==> src/rtl/control_unit.sv <==
// Hardwired fetch/decode/execute controller for the microcontroller datapath.
// Outputs are a combinational decode of the state register and IR fields.
module control_unit (
  input  logic        clk,
  input  logic        rst,
  input  logic [15:0] ir,
  input  logic        mfc,
  output logic        pc_out,
  output logic        pc_inc,
  output logic        ir_en,
  output logic        mar_en,
  output logic        mdr_en_write,
  output logic        mdr_en_read,
  output logic        mdr_out,
  output logic        mem_en,
  output logic        mem_rw,
  output logic        alu_in1,
  output logic        alu_in2,
  output logic        alu_outlatch,
  output logic        alu_out_en,
  output logic [3:0]  g_in,
  output logic [3:0]  g_out,
  output logic        p0_in,
  output logic        p1_out,
  output logic        imm_out,
  output logic        halted
);

  localparam logic [3:0] S_F0   = 4'd0;
  localparam logic [3:0] S_F1   = 4'd1;
  localparam logic [3:0] S_F2   = 4'd2;
  localparam logic [3:0] S_DEC  = 4'd3;
  localparam logic [3:0] S_X0   = 4'd4;
  localparam logic [3:0] S_X1   = 4'd5;
  localparam logic [3:0] S_X2   = 4'd6;
  localparam logic [3:0] S_X3   = 4'd7;
  localparam logic [3:0] S_HALT = 4'd8;

  localparam logic [2:0] OP_LOAD  = 3'b000;
  localparam logic [2:0] OP_STORE = 3'b001;
  localparam logic [2:0] OP_IN    = 3'b010;
  localparam logic [2:0] OP_OUT   = 3'b011;
  localparam logic [2:0] OP_LDI   = 3'b100;
  localparam logic [2:0] OP_HALT  = 3'b111;

  logic [3:0] state, state_nxt;
  logic       active;

  logic       cls;
  logic [2:0] op;
  logic [3:0] d_sel, a_sel, b_sel;

  assign cls   = ir[15];
  assign op    = ir[14:12];
  assign d_sel = 4'b0001 << ir[11:10];
  assign a_sel = 4'b0001 << ir[9:8];
  assign b_sel = 4'b0001 << ir[7:6];

  // active holds F0 for one full cycle after reset release, so the first
  // edge after rst deasserts is the one that exposes the F0 decode.
  always_ff @(posedge clk or negedge rst) begin
    if (!rst) active <= 1'b0;
    else      active <= 1'b1;
  end

  always_ff @(posedge clk or negedge rst) begin
    if (!rst)        state <= S_F0;
    else if (active) state <= state_nxt;
  end

  always_comb begin
    state_nxt = state;
    case (state)
      S_F0:  state_nxt = S_F1;
      S_F1:  state_nxt = mfc ? S_F2 : S_F1;
      S_F2:  state_nxt = S_DEC;
      S_DEC: begin
        if (!cls) state_nxt = S_X0;
        else begin
          case (op)
            OP_LOAD, OP_STORE, OP_IN, OP_OUT, OP_LDI: state_nxt = S_X0;
            OP_HALT: state_nxt = S_HALT;
            default: state_nxt = S_F0;
          endcase
        end
      end
      S_X0: begin
        if (!cls || op == OP_LOAD || op == OP_STORE) state_nxt = S_X1;
        else                                         state_nxt = S_F0;
      end
      S_X1: begin
        if (cls && op == OP_LOAD) state_nxt = mfc ? S_X2 : S_X1;
        else                      state_nxt = S_X2;
      end
      S_X2: begin
        if (!cls)                  state_nxt = S_X3;
        else if (op == OP_STORE)   state_nxt = mfc ? S_F0 : S_X2;
        else                       state_nxt = S_F0;
      end
      S_X3:   state_nxt = S_F0;
      S_HALT: state_nxt = S_HALT;
      default: state_nxt = S_F0;
    endcase
  end

  // Everything gated by active: outputs are zero while rst is low, which
  // also drops a pending memory request without waiting for a clock edge.
  always_comb begin
    pc_out       = 1'b0;
    pc_inc       = 1'b0;
    ir_en        = 1'b0;
    mar_en       = 1'b0;
    mdr_en_write = 1'b0;
    mdr_en_read  = 1'b0;
    mdr_out      = 1'b0;
    mem_en       = 1'b0;
    mem_rw       = 1'b0;
    alu_in1      = 1'b0;
    alu_in2      = 1'b0;
    alu_outlatch = 1'b0;
    alu_out_en   = 1'b0;
    g_in         = 4'b0000;
    g_out        = 4'b0000;
    p0_in        = 1'b0;
    p1_out       = 1'b0;
    imm_out      = 1'b0;
    halted       = 1'b0;
    if (active) begin
      case (state)
        S_F0: begin
          pc_out = 1'b1;
          mar_en = 1'b1;
        end
        S_F1: begin
          mem_en      = 1'b1;
          mem_rw      = 1'b1;
          mdr_en_read = mfc;
        end
        S_F2: begin
          mdr_out = 1'b1;
          ir_en   = 1'b1;
          pc_inc  = 1'b1;
        end
        S_X0: begin
          if (!cls) begin
            g_out   = a_sel;
            alu_in1 = 1'b1;
          end else begin
            case (op)
              OP_LOAD, OP_STORE: begin
                g_out  = a_sel;
                mar_en = 1'b1;
              end
              OP_IN: begin
                p1_out = 1'b1;
                g_in   = d_sel;
              end
              OP_OUT: begin
                g_out = a_sel;
                p0_in = 1'b1;
              end
              OP_LDI: begin
                imm_out = 1'b1;
                g_in    = d_sel;
              end
              default: ;
            endcase
          end
        end
        S_X1: begin
          if (!cls) begin
            g_out   = b_sel;
            alu_in2 = 1'b1;
          end else if (op == OP_LOAD) begin
            mem_en      = 1'b1;
            mem_rw      = 1'b1;
            mdr_en_read = mfc;
          end else if (op == OP_STORE) begin
            g_out        = b_sel;
            mdr_en_write = 1'b1;
          end
        end
        S_X2: begin
          if (!cls) begin
            alu_outlatch = 1'b1;
          end else if (op == OP_LOAD) begin
            mdr_out = 1'b1;
            g_in    = d_sel;
          end else if (op == OP_STORE) begin
            mem_en = 1'b1;
            mem_rw = 1'b0;
          end
        end
        S_X3: begin
          alu_out_en = 1'b1;
          g_in       = d_sel;
        end
        S_HALT: halted = 1'b1;
        default: ;
      endcase
    end
  end

endmodule

==> config.mk <==
export PLATFORM = sky130hd
export DESIGN_NAME = control_unit
export DESIGN_NICKNAME = d
export VERILOG_FILES = /design/src/rtl/control_unit.sv
export SDC_FILE = /design/constraint.sdc
export NUM_CORES = 1
export LEC_CHECK = 0
export ABC_AREA = 1
export ABC_CLOCK_PERIOD_IN_PS = 1240
export CAP_MARGIN = 15
export CORE_MARGIN = 4
export CORE_UTILIZATION = 33
export DETAILED_ROUTE_END_ITERATION = 8
export GPL_TIMING_DRIVEN = 0
export PLACE_DENSITY = 0.77
export SLEW_MARGIN = 20
export SYNTH_ARGS = -nofsm -noshare
export SYNTH_HDL_FRONTEND = slang
export SYNTH_SLANG_ARGS = --single-unit
==> constraint.sdc <==
create_clock -name clk -period 1.24 [get_ports clk]
set_clock_uncertainty 0.15 [all_clocks]
set_input_delay 0.124 -clock clk [delete_from_list [all_inputs] [get_ports clk]]
set_output_delay 0.124 -clock clk [all_outputs]
set_load 0.05 [all_outputs]
==> results of run 1 <==
==> cells by family after synthesis <==
kind of cell / count (synthesis)
AO/OA/AOI/OAI: 10
buffers and inverters: 23
flip-flops: 5
other: 1
AND/OR/NAND/NOR: 102
==> per-stage QoR <==
step           area, um2  setup WS [ns]
4_1_cts             1789        -0.7574
3_3_place_gp        1488         -1.401
2_1_floorplan       1094        -0.4490
3_5_place_dp        1488         -1.423
==> what timing repair did <==
action	CTS
gates resized for setup	195
pin swaps	24
buffers inserted	22
hold endpoints to repair	5
hold buffers	1
endpoints found under the setup margin	29
==> impl_metrics.tcl, run 1 <==
set metrics [dict create \
    die_x_um 55.26 \
    synth-seq-area-share_pct 16.98 \
    ctsHtreeMaxLevel 1 \
    synth_common_cells "nand2_1 (35), nor2_1 (32), nand3_1 (19)" \
    synth_compound_area_share_pct 7.301 \
    ioPinCount 44 \
    cts_sinks 5 \
    synthCells 141 \
    synthSimpleGateAreaFrac_pct 61.29 \
    status "aborted with a tool error" \
    firstError "[ERROR DPL-0033] detailed placement checks failed during check placement." \
    rows 16 \
    worst_endpoint "mar_en" \
    synth-seq-cells 5 \
    synth.most_common_cell "nand2_1" \
    grt_max_degree 11 \
    synth_fa_ha_area_share_pct 0 \
    syn_area_um2 737.0 \
    io_buffers 36 \
    synth_edf_count 0 \
    synthesis.nets 160 \
    dieHeight_um 55.26 \
    synth_top_cell_by_area "nand2_1" \
    yosysWarnings 0 \
    worstEpCategory "top-level output" \
    synth_top_family_by_area "simple AND/OR/NAND/NOR gates" \
    synth_area_per_cell_um2 5.227 \
    synth-async-reset-ratio_pct 100.0 \
    synth_xor_area_share_pct 0 \
    yosys_most_used_dff "dfrtp_1" \
    place_inst 204 \
    cts_buffer_depth 2 \
    synth_cell_types 20 \
    yosysTopAreaCellShare_pct 17.83 \
    hpwlAfterDp_um 2284 \
    cts_made_buffers 3 \
    start_util_pct 36.09 \
    antenna_found_initial 0 \
    failed_stage "global routing" \
    synth.area.top_cells "nand2_1 (18%), dfrtp_1 (17%), nor2_1 (16%), nand3_1 (13%), inv_1 (8.7%)" \
    synthMuxAreaShare_pct 0 \
    gp_congestion 0.8398 \
    cts_root_buffer "clkbuf_4" \
]
==> inputs of run 2 (changes only) <==
- ABC_CLOCK_PERIOD_IN_PS: 1240 -> 1600
- CORE_AREA: unset -> 4 4 65 67
- CORE_MARGIN: 4 -> unset
- CORE_UTILIZATION: 33 -> unset
- DIE_AREA: unset -> 0 0 69 71
- PLACE_DENSITY: 0.77 -> unset
- PLACE_DENSITY_LB_ADDON: unset -> 0.15
- clock period: 1.24 -> 1.6 ns (I/O delays scaled with it)
==> impl_metrics.tcl, run 2 <==
set metrics [dict create \
    synth_edf_count 0 \
    p_switching_mw 1.107 \
    synth_common_cells "nand2_1 (35), nor2_1 (32), nand3_1 (19)" \
    antenna_cells 0 \
    crit_path_end_kind "output port" \
    p_clk_share_pct 10.5 \
    drt-total-wl_um 3178 \
    ctsHtreeMaxLevel 1 \
    synth_top_cell_by_area "nand2_1" \
    synthesis.nets 160 \
    power.share.switching_pct 51.11 \
    synth_cell_types 20 \
    yosysWarnings 0 \
    ioPinCount 44 \
    first_pass_iters 4 \
    cp_top_family "buffers and inverters" \
    cpPeakStageDelay_ns 0.36 \
    die_area_um2 4899 \
    fin_ws_ns -0.3440 \
    hpwlAfterDp_um 2310 \
    grtUsageTotal_pct 12.03 \
    violations "negative setup slack" \
    critical_path.max_fanout 5 \
    synth.area.top_cells "nand2_1 (18%), dfrtp_1 (17%), nor2_1 (16%), nand3_1 (13%), inv_1 (8.7%)" \
    die_x_um 69 \
    final_common_cell "buf_6" \
    synth-seq-cells 5 \
    first_iter_violations 40 \
    start_util_pct 20.28 \
    cts_tree "yes" \
    largest_register_ffs 4 \
    period_share_pct 121.5 \
    synth-seq-area-share_pct 16.98 \
    min_path_type "in2async" \
    core_area_um2 3633 \
    ir_worst_vdd_uv 787.8 \
    drt.antenna.violating_nets 0 \
    largest-register "state" \
    status "complete, but fails checks" \
    slowest_stage "dfrtp_1" \
    design_area_um2 1934 \
    worstPathRequired_ns 1.29 \
    vias 1137 \
    grt.overflow.total 0 \
    gp_congestion 0.7963 \
    p_leak_nw 0.8611 \
    combPwrFrac_pct 78.5 \
    setup_violations 25 \
    synth.most_common_cell "nand2_1" \
    grt_setup_unrepaired "yes" \
    final_nets 226 \
    grt_max_degree 11 \
    pwr-share-seq_pct 11.0 \
    viasPerCell 4.476 \
    yosys_most_used_dff "dfrtp_1" \
    cp_cell_sequence "buf_6 -> nor2_4 -> inv_4 -> nor2_4 -> buf_6 -> nand4_1 -> a21oi_4 -> buf_6" \
    rows 22 \
    cts_sinks 5 \
    cts_root_buffer "clkbuf_8" \
    drc 0 \
    area_growth_pct 162.5 \
    placed_area_um2 1475 \
    slew_violations 0 \
    gr-usage-met2_pct 22.88 \
    cts_made_buffers 3 \
    synthCells 141 \
    fin_crit_ns 1.944 \
    use_met3_pct 1.705 \
    wl_per_cell_um 12.51 \
    crit_top_cell "buf_6" \
    final_cell_mix "buf_6 (28), nand2_1 (25), buf_4 (18)" \
    io_buffers 36 \
    use_met1_pct 13.86 \
    cts_buffer_depth 2 \
    antenna_found_initial 0 \
    synth-async-reset-ratio_pct 100.0 \
    worstSetupStartpointType "flop" \
    grt_pass1_wl_um 5057 \
    worst_skew_pair.late_latency_ns 0.22 \
    path_clk_slew_ns 0.03 \
    grt_pass1_vias 1114 \
    syn_area_um2 737.0 \
    yosysTopAreaCellShare_pct 17.83 \
    clock.fmax_mhz 514.4 \
    crit_arrival_ns 1.63 \
    fin_total_pwr_mw 2.165 \
    finalHoldViolations 0 \
    intPower_mw 1.058 \
    p_per_area_nw_per_um2 1119 \
    ctsHoldBuffers 0 \
    drv_cap 0 \
    synth_area_per_cell_um2 5.227 \
    critical_path_class "reg2out" \
    dieHeight_um 71 \
    final_layout_size_suffix_gt1_share_pct 59.22 \
    grt_busiest_layer "met2" \
    path_buf_inv 4 \
    largestRegisters "state x4, active x1" \
]
[run 2: stage by stage]
step	hold WS, ns	setup WS (ns)	utilization, %	instances	TNS (ns)
global placement	0.2360	-1.166	40.60	225	-21.38
finish	0.006672	-0.3440	53.24	254	-6.115
floorplan	-0.2856	-0.1237	-	141	-0.9763
CTS	0.01043	-0.3357	48.59	242	-6.157
detailed placement	0.2413	-1.184	40.60	225	-21.71
global route	0.01215	-0.4084	53.24	254	-8.107
[run 2: path summary, 6_finish.rpt]
| kind | startpoint | to | slack, ns | depth (start not counted) |
|---|---|---|---|---|
| worst max-delay path | state[0] | g_out[1] | -0.34 | 8 |
| worst min-delay path | rst | state[3] | 0.007 | 1 |
| worst max register to register | state[2] | state[1] | 0.05 | 8 |
| worst min register to register | active | state[0] | 0.44 | 3 |
| max in group asynchronous | rst | state[1] | 1.10 | 1 |
| min in group clk | ir[15] | state[2] | 0.38 | 6 |
[run 2: power groups by stage]
stage | registers, mW | clock network, mW | logic, mW
floorplan | 0.217 | 0 | 0.936
global placement | 0.225 | 0 | 1.22
detailed placement | 0.227 | 0 | 1.22
CTS | 0.233 | 0.236 | 1.46
global route | 0.248 | 0.251 | 1.82
finish | 0.239 | 0.226 | 1.70
[run 2: cell type report]
cell class	instances	area [um2]
Fill cell	359	1699
Multi-Input combinational cell	113	894.6
Timing Repair Buffer	61	655.6
Sequential cell	5	128.9
Buffer	6	78.83
Inverter	17	71.32
Tap cell	48	60.06
Clock buffer	4	45.04
[run 2: cells by family (layout without fill, tap and decap cells)]
logic type,Yosys count,in the layout,share of synthesized area [%]
other cells,1,1,0.5088
flops,5,5,16.98
simple gates,102,102,61.29
buf+inv,23,88,13.92
compound gates,10,10,7.302
[run 2: worst reg2reg max path: stages, from the launching register on]
cell	delay, ns
dfrtp_2	0.47
buf_12	0.16
nor2_4	0.20
nand2_4	0.11
buf_6	0.13
nand2_2	0.05
nand3b_1	0.11
nand2_1	0.07
nand2_1	0.05
[run 2: repair_timing]
action	4_1_cts	5_1_grt
setup endpoints to repair	25	28
cloned	1	0
pin swaps	12	19
resized for setup	204	19
buffers inserted	12	14
[run 2: layer usage]
layer	part of all wire [%]	up-vias
met2	55	27
met1	41	526
li1	-	584
met3	4.0	0
met5	0	-
met4	0	0
(Power assumes the default switching activity.)
